[src/rtl/bnn_neuron_array_if.sv]
// Stream interface for bnn_neuron_array: activation/weight beats in, per-neuron results out.
// The master side drives beats and out_ready; the slave side is the neuron tile.
interface bnn_neuron_array_if #(
    parameter int unsigned PARALLEL_INPUTS  = 32,
    parameter int unsigned PARALLEL_NEURONS = 1,
    parameter int unsigned ACC_WIDTH        = 10
);
    logic                                    in_valid;
    logic                                    in_ready;
    logic [PARALLEL_INPUTS-1:0]              in_data;
    logic [PARALLEL_INPUTS-1:0]              in_mask;
    logic [PARALLEL_NEURONS*PARALLEL_INPUTS-1:0] in_weights;
    logic [PARALLEL_NEURONS*ACC_WIDTH-1:0]   in_thresh;
    logic                                    in_last;
    logic                                    out_valid;
    logic                                    out_ready;
    logic [PARALLEL_NEURONS-1:0]             out_bits;
    logic [PARALLEL_NEURONS*ACC_WIDTH-1:0]   out_count;
    logic                                    err_len;
    logic [ACC_WIDTH-1:0]                    cfg_fan_in;

    modport master (
        output in_valid, in_data, in_mask, in_weights, in_thresh, in_last, out_ready, cfg_fan_in,
        input  in_ready, out_valid, out_bits, out_count, err_len
    );

    modport slave (
        input  in_valid, in_data, in_mask, in_weights, in_thresh, in_last, out_ready, cfg_fan_in,
        output in_ready, out_valid, out_bits, out_count, err_len
    );
endinterface

[src/rtl/bnn_neuron_array.sv]
// bnn_neuron_array: XNOR-popcount binary neuron tile emitting threshold bits or raw counts.
// Optional fan-in length check is enabled by defining BNN_NEURON_LEN_CHECK_EN.
module bnn_neuron_array #(
    parameter int unsigned PARALLEL_INPUTS  = 32,
    parameter int unsigned PARALLEL_NEURONS = 1,
    parameter int unsigned MAX_FAN_IN       = 784,
    parameter int unsigned OUTPUT_LAYER     = 0
) (
    input logic clk,
    input logic rst,
    bnn_neuron_array_if.slave bus
);
    localparam int unsigned ACC_WIDTH = $clog2(MAX_FAN_IN + 1);
    localparam int unsigned PI = PARALLEL_INPUTS;
    localparam int unsigned PN = PARALLEL_NEURONS;

    typedef enum logic {ACCUM, HOLD} state_t;

    state_t                    state;
    logic                      rdy_en;
    logic                      out_valid_q;
    logic [PN-1:0]             bits_q;
    logic [PN*ACC_WIDTH-1:0]   count_q;
    logic [ACC_WIDTH-1:0]      acc   [PN];
    logic [ACC_WIDTH-1:0]      pop   [PN];
    logic [ACC_WIDTH-1:0]      total [PN];
    logic [PI-1:0]             match [PN];
    logic                      in_ready;
    logic                      accept;
    logic                      last_acc;

    // rdy_en keeps in_ready low until the first clock edge after reset release
    assign in_ready      = rdy_en && !(out_valid_q && !bus.out_ready);
    assign accept        = bus.in_valid && in_ready;
    assign last_acc      = accept && bus.in_last;
    assign bus.in_ready  = in_ready;
    assign bus.out_valid = out_valid_q;
    assign bus.out_bits  = bits_q;
    assign bus.out_count = count_q;

    always_comb begin
        for (int unsigned n = 0; n < PN; n++) begin
            match[n] = ~(bus.in_data ^ bus.in_weights[n*PI +: PI]) & bus.in_mask;
            pop[n]   = '0;
            for (int unsigned i = 0; i < PI; i++) begin
                pop[n] = pop[n] + ACC_WIDTH'(match[n][i]);
            end
            total[n] = acc[n] + pop[n];
        end
    end

    always_ff @(posedge clk or posedge rst) begin
        if (rst) begin
            state       <= ACCUM;
            rdy_en      <= 1'b0;
            out_valid_q <= 1'b0;
            bits_q      <= '0;
            count_q     <= '0;
            for (int unsigned n = 0; n < PN; n++) begin
                acc[n] <= '0;
            end
        end else begin
            rdy_en <= 1'b1;
            if (accept) begin
                for (int unsigned n = 0; n < PN; n++) begin
                    acc[n] <= bus.in_last ? '0 : total[n];
                end
            end
            // A last beat in HOLD implies out_ready, so the new result replaces the old one
            if (last_acc) begin
                for (int unsigned n = 0; n < PN; n++) begin
                    count_q[n*ACC_WIDTH +: ACC_WIDTH] <= total[n];
                    bits_q[n] <= (OUTPUT_LAYER != 0) ? 1'b0
                                 : (total[n] >= bus.in_thresh[n*ACC_WIDTH +: ACC_WIDTH]);
                end
                state       <= HOLD;
                out_valid_q <= 1'b1;
            end else if (state == HOLD && bus.out_ready) begin
                state       <= ACCUM;
                out_valid_q <= 1'b0;
            end
        end
    end

`ifdef BNN_NEURON_LEN_CHECK_EN
    logic [ACC_WIDTH-1:0] len_cnt;
    logic [ACC_WIDTH-1:0] mask_pop;
    logic [ACC_WIDTH-1:0] len_sum;
    logic                 err_q;

    always_comb begin
        mask_pop = '0;
        for (int unsigned i = 0; i < PI; i++) begin
            mask_pop = mask_pop + ACC_WIDTH'(bus.in_mask[i]);
        end
        len_sum = len_cnt + mask_pop;
    end

    always_ff @(posedge clk or posedge rst) begin
        if (rst) begin
            len_cnt <= '0;
            err_q   <= 1'b0;
        end else if (accept) begin
            len_cnt <= bus.in_last ? '0 : len_sum;
            if (bus.in_last && (len_sum != bus.cfg_fan_in)) begin
                err_q <= 1'b1;
            end
        end
    end

    assign bus.err_len = err_q;
`else
    logic unused_cfg;
    assign unused_cfg  = ^bus.cfg_fan_in;
    assign bus.err_len = 1'b0;
`endif
endmodule
[src/flat_wrapper.sv]
// flat-port wrapper written by rule: the top's interface ports become plain ports
module bnn_neuron_array_flat 
#(
    parameter int unsigned PARALLEL_INPUTS  = 32,
    parameter int unsigned PARALLEL_NEURONS = 1,
    parameter int unsigned MAX_FAN_IN       = 784,
    parameter int unsigned OUTPUT_LAYER     = 0
)
  (clk, rst, bus_in_valid, bus_in_data, bus_in_mask, bus_in_weights, bus_in_thresh, bus_in_last, bus_out_ready, bus_cfg_fan_in, bus_in_ready, bus_out_valid, bus_out_bits, bus_out_count, bus_err_len);
  bnn_neuron_array_if #(.PARALLEL_INPUTS(PARALLEL_INPUTS), .PARALLEL_NEURONS(PARALLEL_NEURONS)) bus_i ();
  input logic clk;
  input logic rst;
  input wire logic [$bits(bus_i.in_valid)-1:0] bus_in_valid;
  input wire logic [$bits(bus_i.in_data)-1:0] bus_in_data;
  input wire logic [$bits(bus_i.in_mask)-1:0] bus_in_mask;
  input wire logic [$bits(bus_i.in_weights)-1:0] bus_in_weights;
  input wire logic [$bits(bus_i.in_thresh)-1:0] bus_in_thresh;
  input wire logic [$bits(bus_i.in_last)-1:0] bus_in_last;
  input wire logic [$bits(bus_i.out_ready)-1:0] bus_out_ready;
  input wire logic [$bits(bus_i.cfg_fan_in)-1:0] bus_cfg_fan_in;
  output wire logic [$bits(bus_i.in_ready)-1:0] bus_in_ready;
  output wire logic [$bits(bus_i.out_valid)-1:0] bus_out_valid;
  output wire logic [$bits(bus_i.out_bits)-1:0] bus_out_bits;
  output wire logic [$bits(bus_i.out_count)-1:0] bus_out_count;
  output wire logic [$bits(bus_i.err_len)-1:0] bus_err_len;
  assign bus_i.in_valid = bus_in_valid;
  assign bus_i.in_data = bus_in_data;
  assign bus_i.in_mask = bus_in_mask;
  assign bus_i.in_weights = bus_in_weights;
  assign bus_i.in_thresh = bus_in_thresh;
  assign bus_i.in_last = bus_in_last;
  assign bus_i.out_ready = bus_out_ready;
  assign bus_i.cfg_fan_in = bus_cfg_fan_in;
  assign bus_in_ready = bus_i.in_ready;
  assign bus_out_valid = bus_i.out_valid;
  assign bus_out_bits = bus_i.out_bits;
  assign bus_out_count = bus_i.out_count;
  assign bus_err_len = bus_i.err_len;
  bnn_neuron_array #(.PARALLEL_INPUTS(PARALLEL_INPUTS), .PARALLEL_NEURONS(PARALLEL_NEURONS), .MAX_FAN_IN(MAX_FAN_IN), .OUTPUT_LAYER(OUTPUT_LAYER)) u_core (.clk(clk), .rst(rst), .bus(bus_i));
endmodule
[config.mk]
export PLATFORM = sky130hd
export DESIGN_NAME = bnn_neuron_array_flat
export DESIGN_NICKNAME = d
export VERILOG_FILES = /design/src/rtl/bnn_neuron_array_if.sv /design/src/rtl/bnn_neuron_array.sv /design/src/flat_wrapper.sv
export SDC_FILE = /design/constraint.sdc
export NUM_CORES = 1
export LEC_CHECK = 0
export CORE_MARGIN = 2
export CORE_UTILIZATION = 25
export DETAILED_ROUTE_END_ITERATION = 8
export GPL_ROUTABILITY_DRIVEN = 0
export GPL_TIMING_DRIVEN = 0
export SLEW_MARGIN = 20
export SYNTH_ARGS = -nofsm -noshare
export SYNTH_HDL_FRONTEND = slang
export SYNTH_SLANG_ARGS = --single-unit
[constraint.sdc]
create_clock -name clk -period 6.7 [get_ports clk]
set_input_delay 1.005 -clock clk [delete_from_list [all_inputs] [get_ports clk]]
set_output_delay 1.005 -clock clk [all_outputs]
set_load 0.01 [all_outputs]
==> results.cfg, run 1 <==
[status]
status = finished, final reports clean

[sta]
hold_viol = 0
tightest_slew_ps = 858
slew_viol_final = 0
fin_crit_ps = 6620
relSlewSlack_pct = 42.7
clock_skew_ps = 2.68
max_freq_ghz = 0.151
final.setup.worst_slack_ps = 78.6
finalCritPeriodShare_pct = 98.8
setup_viol = 0
grt_setup_unrepaired = true

[worst_setup_path]
critical_path_class = in -> reg
critPathBufInv = 5
cp.arrival_ps = 6770
critPathRequiredTime_ps = 6850
crit_family = adder cells
slowest_delay_ps = 570
cp-startpoint = bus_in_mask[20]
start_kind = primary input
crit_path_cell_trace = clkdlybuf4s50_1, nand2_1, fa_1, fa_1, inv_1, fa_1, inv_2, fa_1, fa_1, fa_1, inv_1, ha_2, inv_2, fa_2, nand2b_4, a21oi_4, nor2b_4, o311ai_4, ha_4, nand4_1, a21oi_1, nor4_1, a21oi_1
crit_path_end_kind = register
path_common_cell = fa_1
timing.rr.start = u_core.acc[1]
cp_slowest_cell = fa_1
path_max_fanout = 2

[pwr]
power_density_mw_per_mm2 = 454
power_frac_comb_pct = 86.0
p_total_w = 0.00196
p_int_w = 0.00100
p_clk_share_pct = 4.3
leakagePower_nw = 2.11
switching_share_pct = 48.7
seq_power_share_pct = 9.7
power.switching_w = 0.000953
peakVddDrop_v = 0.000303

[final_layout]
multi_input_area_sq_mm = 0.00208
n_fill_cell = 1065
finalNetCount = 593
final_common_cell = clkdlybuf4s50_1
antenna_cells = 0
layout_common_cells = 87 x clkdlybuf4s50_1, 42 x inv_1, 34 x nand2_1, 34 x xnor2_1, 30 x ha_1
area_growth_pct = 59.0
post-route-util_pct = 40.3
final_layout_size_suffix_gt1_share_pct = 12.1
register_area_sq_um = 576

[die]
io_pins = 135
die_area_sq_mm = 0.0117
die_y_microns = 108
die_w_microns = 108
start_util_pct = 25.3
row_count = 38
coreArea_sq_mm = 0.0107

[routing]
routed_via_density = 4.22
drt_iter0_markers = 42
routedWlPerCell_microns = 11.3
vias = 2327
dr.pass1.iters = 4
drcViolationCount = 0
drt_wl_total_microns = 6230
antenna_left = 0

[clock_tree]
clk_pin_slew_ps = 80
ctsRootBufferMaster = clkbuf_8
clockBufferDepth = 2
cts_tree = yes
htree_levels = 1
clock-sinks = 23
numCtsBuffers = 3
holdBufCountCts = 0
clk_latency_ps = 260

[yosys]
synth_edf_count = 0
synth_warnings = 0
synth_fp_nets = 461
synth-async-reset-ratio_pct = 100
yosysUniqueCellTypes = 36
syn_avg_cell_area_sq_um = 9.64
synth_cells = 281
ys_seq_elements = 23
ys.flop_type = dfrtp_1
seq_area_frac_synth_pct = 21.2
synth_area_sq_mm = 0.00271

[worst_hold_path]
hp-start = u_core.bus.out_count[2]
hp-class = reg -> reg

[grt]
overflow = 0
antenna_found_initial = 0
grt_max_degree = 24
grt_pass1_vias = 2514
grt.total_usage_pct = 11.0
grt_pass1_wl_microns = 10600

[place]
hpwl_microns = 5510
io_buffers = 122
place_ws_ps = -959

[run]
drv_cap = 0
-- layer usage --
layer / global-route usage [%] / wire length, microns
met3: 1.81 / 466
met5: 0 / 0
met2: 19.8 / 3090
met1: 13.9 / 2620
met4: 2.20 / 61
-- cells by family after synthesis --
kind of cell             Yosys count  synth area share (%)
AO/OA/AOI/OAI                     39                  10.6
XOR/XNOR                          39                  12.6
adder cells (fa/ha/maj)           59                  34.2
buffers and inverters             49                  7.16
flip-flops                        23                  21.2
multiplexers                       7                  2.91
other                              2                 0.277
AND/OR/NAND/NOR                   63                  11.0
-- sequential cells by signal (all words and copies together) (netlist names) --
| name | count |
|---|---|
| u_core.acc | 10 |
| u_core.bus.out_count | 10 |
| u_core.bus.out_bits | 1 |
| u_core.rdy_en | 1 |
| u_core.state | 1 |
-- power by group through the flow --
stage	clock network [W]	registers, W	logic [W]
after CTS	0.0000881	0.000190	0.00165
after global placement	0	0.000192	0.00145
after floorplan	0	0.000195	0.00111
after detailed placement	0	0.000191	0.00151
final	0.0000848	0.000189	0.00168
after global routing	0.0000962	0.000193	0.00196
-- cell usage after synthesis (2+ instances only) --
cell type / n / area share (%)
o31ai_1: 3 / 0.83
nor2b_1: 2 / 0.46
ha_1: 34 / 16
o211ai_1: 2 / 0.55
nor4_1: 2 / 0.46
and2_1: 10 / 2.3
nand2_1: 35 / 4.9
nand4_1: 2 / 0.46
a21o_1: 3 / 0.83
dfrtp_1: 23 / 21
o21ai_0: 5 / 0.92
fa_1: 25 / 18
nand2b_1: 4 / 0.92
buf_4: 2 / 0.55
conb_1: 2 / 0.28
mux2_2: 7 / 2.9
a21oi_1: 11 / 2.0
nor2_1: 5 / 0.69
xor2_1: 2 / 0.65
a22o_1: 5 / 1.6
xnor2_1: 37 / 12
inv_1: 45 / 6.2
buf_2: 2 / 0.37
-- what timing repair did --
action	in CTS	in global routing
pin swaps	52	28
resized for setup	55	21
setup endpoints to repair	3	1
buffers inserted	5	0
-- path summary, 6_finish.rpt --
kind                                      endpoint  slack (ps)  depth (start not counted)
min                        u_core.bus.out_count[2]         480                          2
max                            u_core.bus.out_bits          80                         23
max in group asynchronous  u_core.bus.out_count[2]        4950                          2
min reg2reg                u_core.bus.out_count[2]         480                          2
max reg2reg                    u_core.bus.out_bits        1420                         18
min in group asynchronous            u_core.rdy_en        1220                          2
-- worst min-delay path: cells and delay by family, from the launching register on --
family,cells,cell delay [ps]
AOI/OAI and AO/OA,1,60
DFF,1,340
and+or+nand+nor,1,40
-- through the flow --
stage / area, sq um / TNS (ps) / hold WS, ps / std cells
after detailed placement: 4110 / -2140 / 470 / 543
final: 4310 / 0 / 478 / 552
after CTS: 4230 / 0 / 487 / 552
after global routing: 4310 / -175 / 514 / 552
after floorplan: 2710 / 0 / 449 / 281
after global placement: 4110 / -1820 / 466 / 543
-- cell type report --
cell class / count / share of cell area [%]
clock buffer: 4 / 1.05
multi-input combinational: 209 / 48.3
buffer: 4 / 0.581
sequential: 23 / 13.4
inverter: 45 / 3.92
tap: 140 / 4.07
timing repair buffer: 127 / 28.7
No activity file was read; power rests on OpenSTA's default activity.
==> run 2, diff against run 1 <==
Settings changed: DONT_BUFFER_PORTS set to 1.
==> results.cfg, run 2 (synthesis results as in run 1) <==
[worst_setup_path]
cp_slowest_cell = fa_1
path_max_fanout = 3
slowest_delay_ps = 540
crit_path_end_kind = register
critical_path_class = in -> reg
path_common_cell = fa_1
critPathRequiredTime_ps = 6850
cp.arrival_ps = 6700
start_kind = primary input
crit_path_cell_trace = xnor2_4, and2_4, ha_4, inv_2, fa_1, fa_1, fa_1, fa_1, fa_1, fa_1, inv_1, ha_2, inv_2, fa_2, nand2b_4, a21oi_4, nor2b_4, o311ai_4, ha_1, nand4_1, a21oi_1, nor4_1, a21oi_1

[final_layout]
stdcell_count = 427
n_fill_cell = 1137
layout_common_cells = 43 x inv_1, 35 x nand2_1, 32 x xnor2_1
final_common_cell = inv_1
final_layout_size_suffix_gt1_share_pct = 13.9
finalNetCount = 468
antenna_cells = 0
post-route-util_pct = 28.9
area_growth_pct = 14.0
fin_area_sq_mm = 0.00309

[die]
io_pins = 135
die_w_microns = 108
die_y_microns = 108
coreArea_sq_mm = 0.0107
row_count = 38
start_util_pct = 25.3
die_area_sq_mm = 0.0117

[grt]
overflow = 0
grt_pass1_wl_microns = 8270
grt.total_usage_pct = 8.78
grt_pass1_vias = 1915
grt_max_degree = 24
antenna_found_initial = 0

[clock_tree]
htree_levels = 1
clock-sinks = 23
numCtsBuffers = 3
ctsRootBufferMaster = clkbuf_8
cts_tree = yes
clockBufferDepth = 2
clk_pin_slew_ps = 90
clk_latency_ps = 270

[pwr]
leakagePower_nw = 1.53
power_density_mw_per_mm2 = 610
peakVddDrop_v = 0.000274

[worst_hold_path]
hp-class = reg -> reg

[sta]
fin_crit_ps = 6550
slew_viol_final = 0
hold_slack_ps = 501
finalCritPeriodShare_pct = 97.7
hold_viol = 0
clock_skew_ps = 5.03
grt_setup_unrepaired = true
tightest_slew_ps = 889
relSlewSlack_pct = 40.7
setup_viol = 0
max_freq_ghz = 0.153

[routing]
drcViolationCount = 0
antenna_left = 0
drt_iter0_markers = 70
routedWlPerCell_microns = 12.6
dr.pass1.iters = 4
drt_wl_total_microns = 5370
vias = 1916
routed_via_density = 4.49

[place]
placed_cell_area_sq_mm = 0.00288
io_buffers = 0
place_inst = 421
hpwl_microns = 4680

[run]
drv_cap = 0

[status]
status = finished, final reports clean
==> run 2: cell count changes in the layout (fill, tap and decap cells not counted), sizes merged <==
cell           previous run  this run
clkdlybuf4s50            87         0
clkdlybuf4s15             3         0
buf                      12         6
clkbuf                    5         4
dlygate4sd2              21         0
dlymetal6s2s              7         0
==> run 2: metal layers <==
metal	vias up	part of all wire (%)	track usage (%)
met1	899	43	11.0
met3	9	6.8	1.15
li1	917	-	-
met4	0	2.0	3.39
met5	-	0	0
met2	91	48	15.3
==> run 2: power breakdown <==
part | leakage [nW] | total [W] | internal [W] | switching, W
Sequential | 0.305 | 0.000201 | 0.000171 | 0.0000296
Combinational | 1.20 | 0.00159 | 0.000699 | 0.000896
Clock | 0.0228 | 0.0000885 | 0.0000425 | 0.0000460
Total | 1.53 | 0.00188 | 0.000913 | 0.000971
==> run 2: critical path, delay by kind of cell <==
family,cells,cell delay [ps]
AOI/OAI and AO/OA,4,620
and+or+nand+nor,5,770
adders and majority gates,10,4030
xor gates and xnor gates,1,110
buffers and inverters,3,140
==> run 2: repair_timing <==
item | CTS | global route
pin swaps | 17 | 17
buffers inserted | 2 | 0
hold buffers | 0 | 0
setup endpoints to repair | 1 | 1
gates resized for setup | 8 | 16
==> run 2: cell type report <==
class | count | area (sq um) | share of cell area [%]
tap | 140 | 175 | 5.67
clock buffer | 4 | 45.0 | 1.46
inverter | 45 | 169 | 5.47
buffer | 4 | 25.0 | 0.810
timing repair buffer | 2 | 15.0 | 0.486
sequential | 23 | 576 | 18.6
multi-input combinational | 209 | 2080 | 67.5
==> run 2: final timing paths <==
kind,slack [ps],to,cells past startpoint,startpoint
setup / recovery,150,u_core.bus.out_bits,23,bus_in_weights[0]
hold / removal,500,u_core.acc[0],2,u_core.acc[0]
setup reg to reg,1330,u_core.bus.out_bits,18,u_core.acc[1]
hold reg to reg,500,u_core.acc[0],2,u_core.acc[0]
max in group asynchronous,5340,u_core.bus.out_count[8],1,rst
min in group asynchronous,810,u_core.bus.out_bits,1,rst
==> run 2: through the flow <==
| step | power, W | worst slack (ps) | TNS (ps) |
|---|---|---|---|
| global route | 0.00213 | -67.3 | -67.3 |
| CTS | 0.00185 | 13.5 | 0 |
| finish | 0.00188 | 152 | 0 |
| global placement | 0.00159 | -484 | -484 |
| detailed placement | 0.00165 | -549 | -549 |
| floorplan | 0.00131 | 16.4 | 0 |
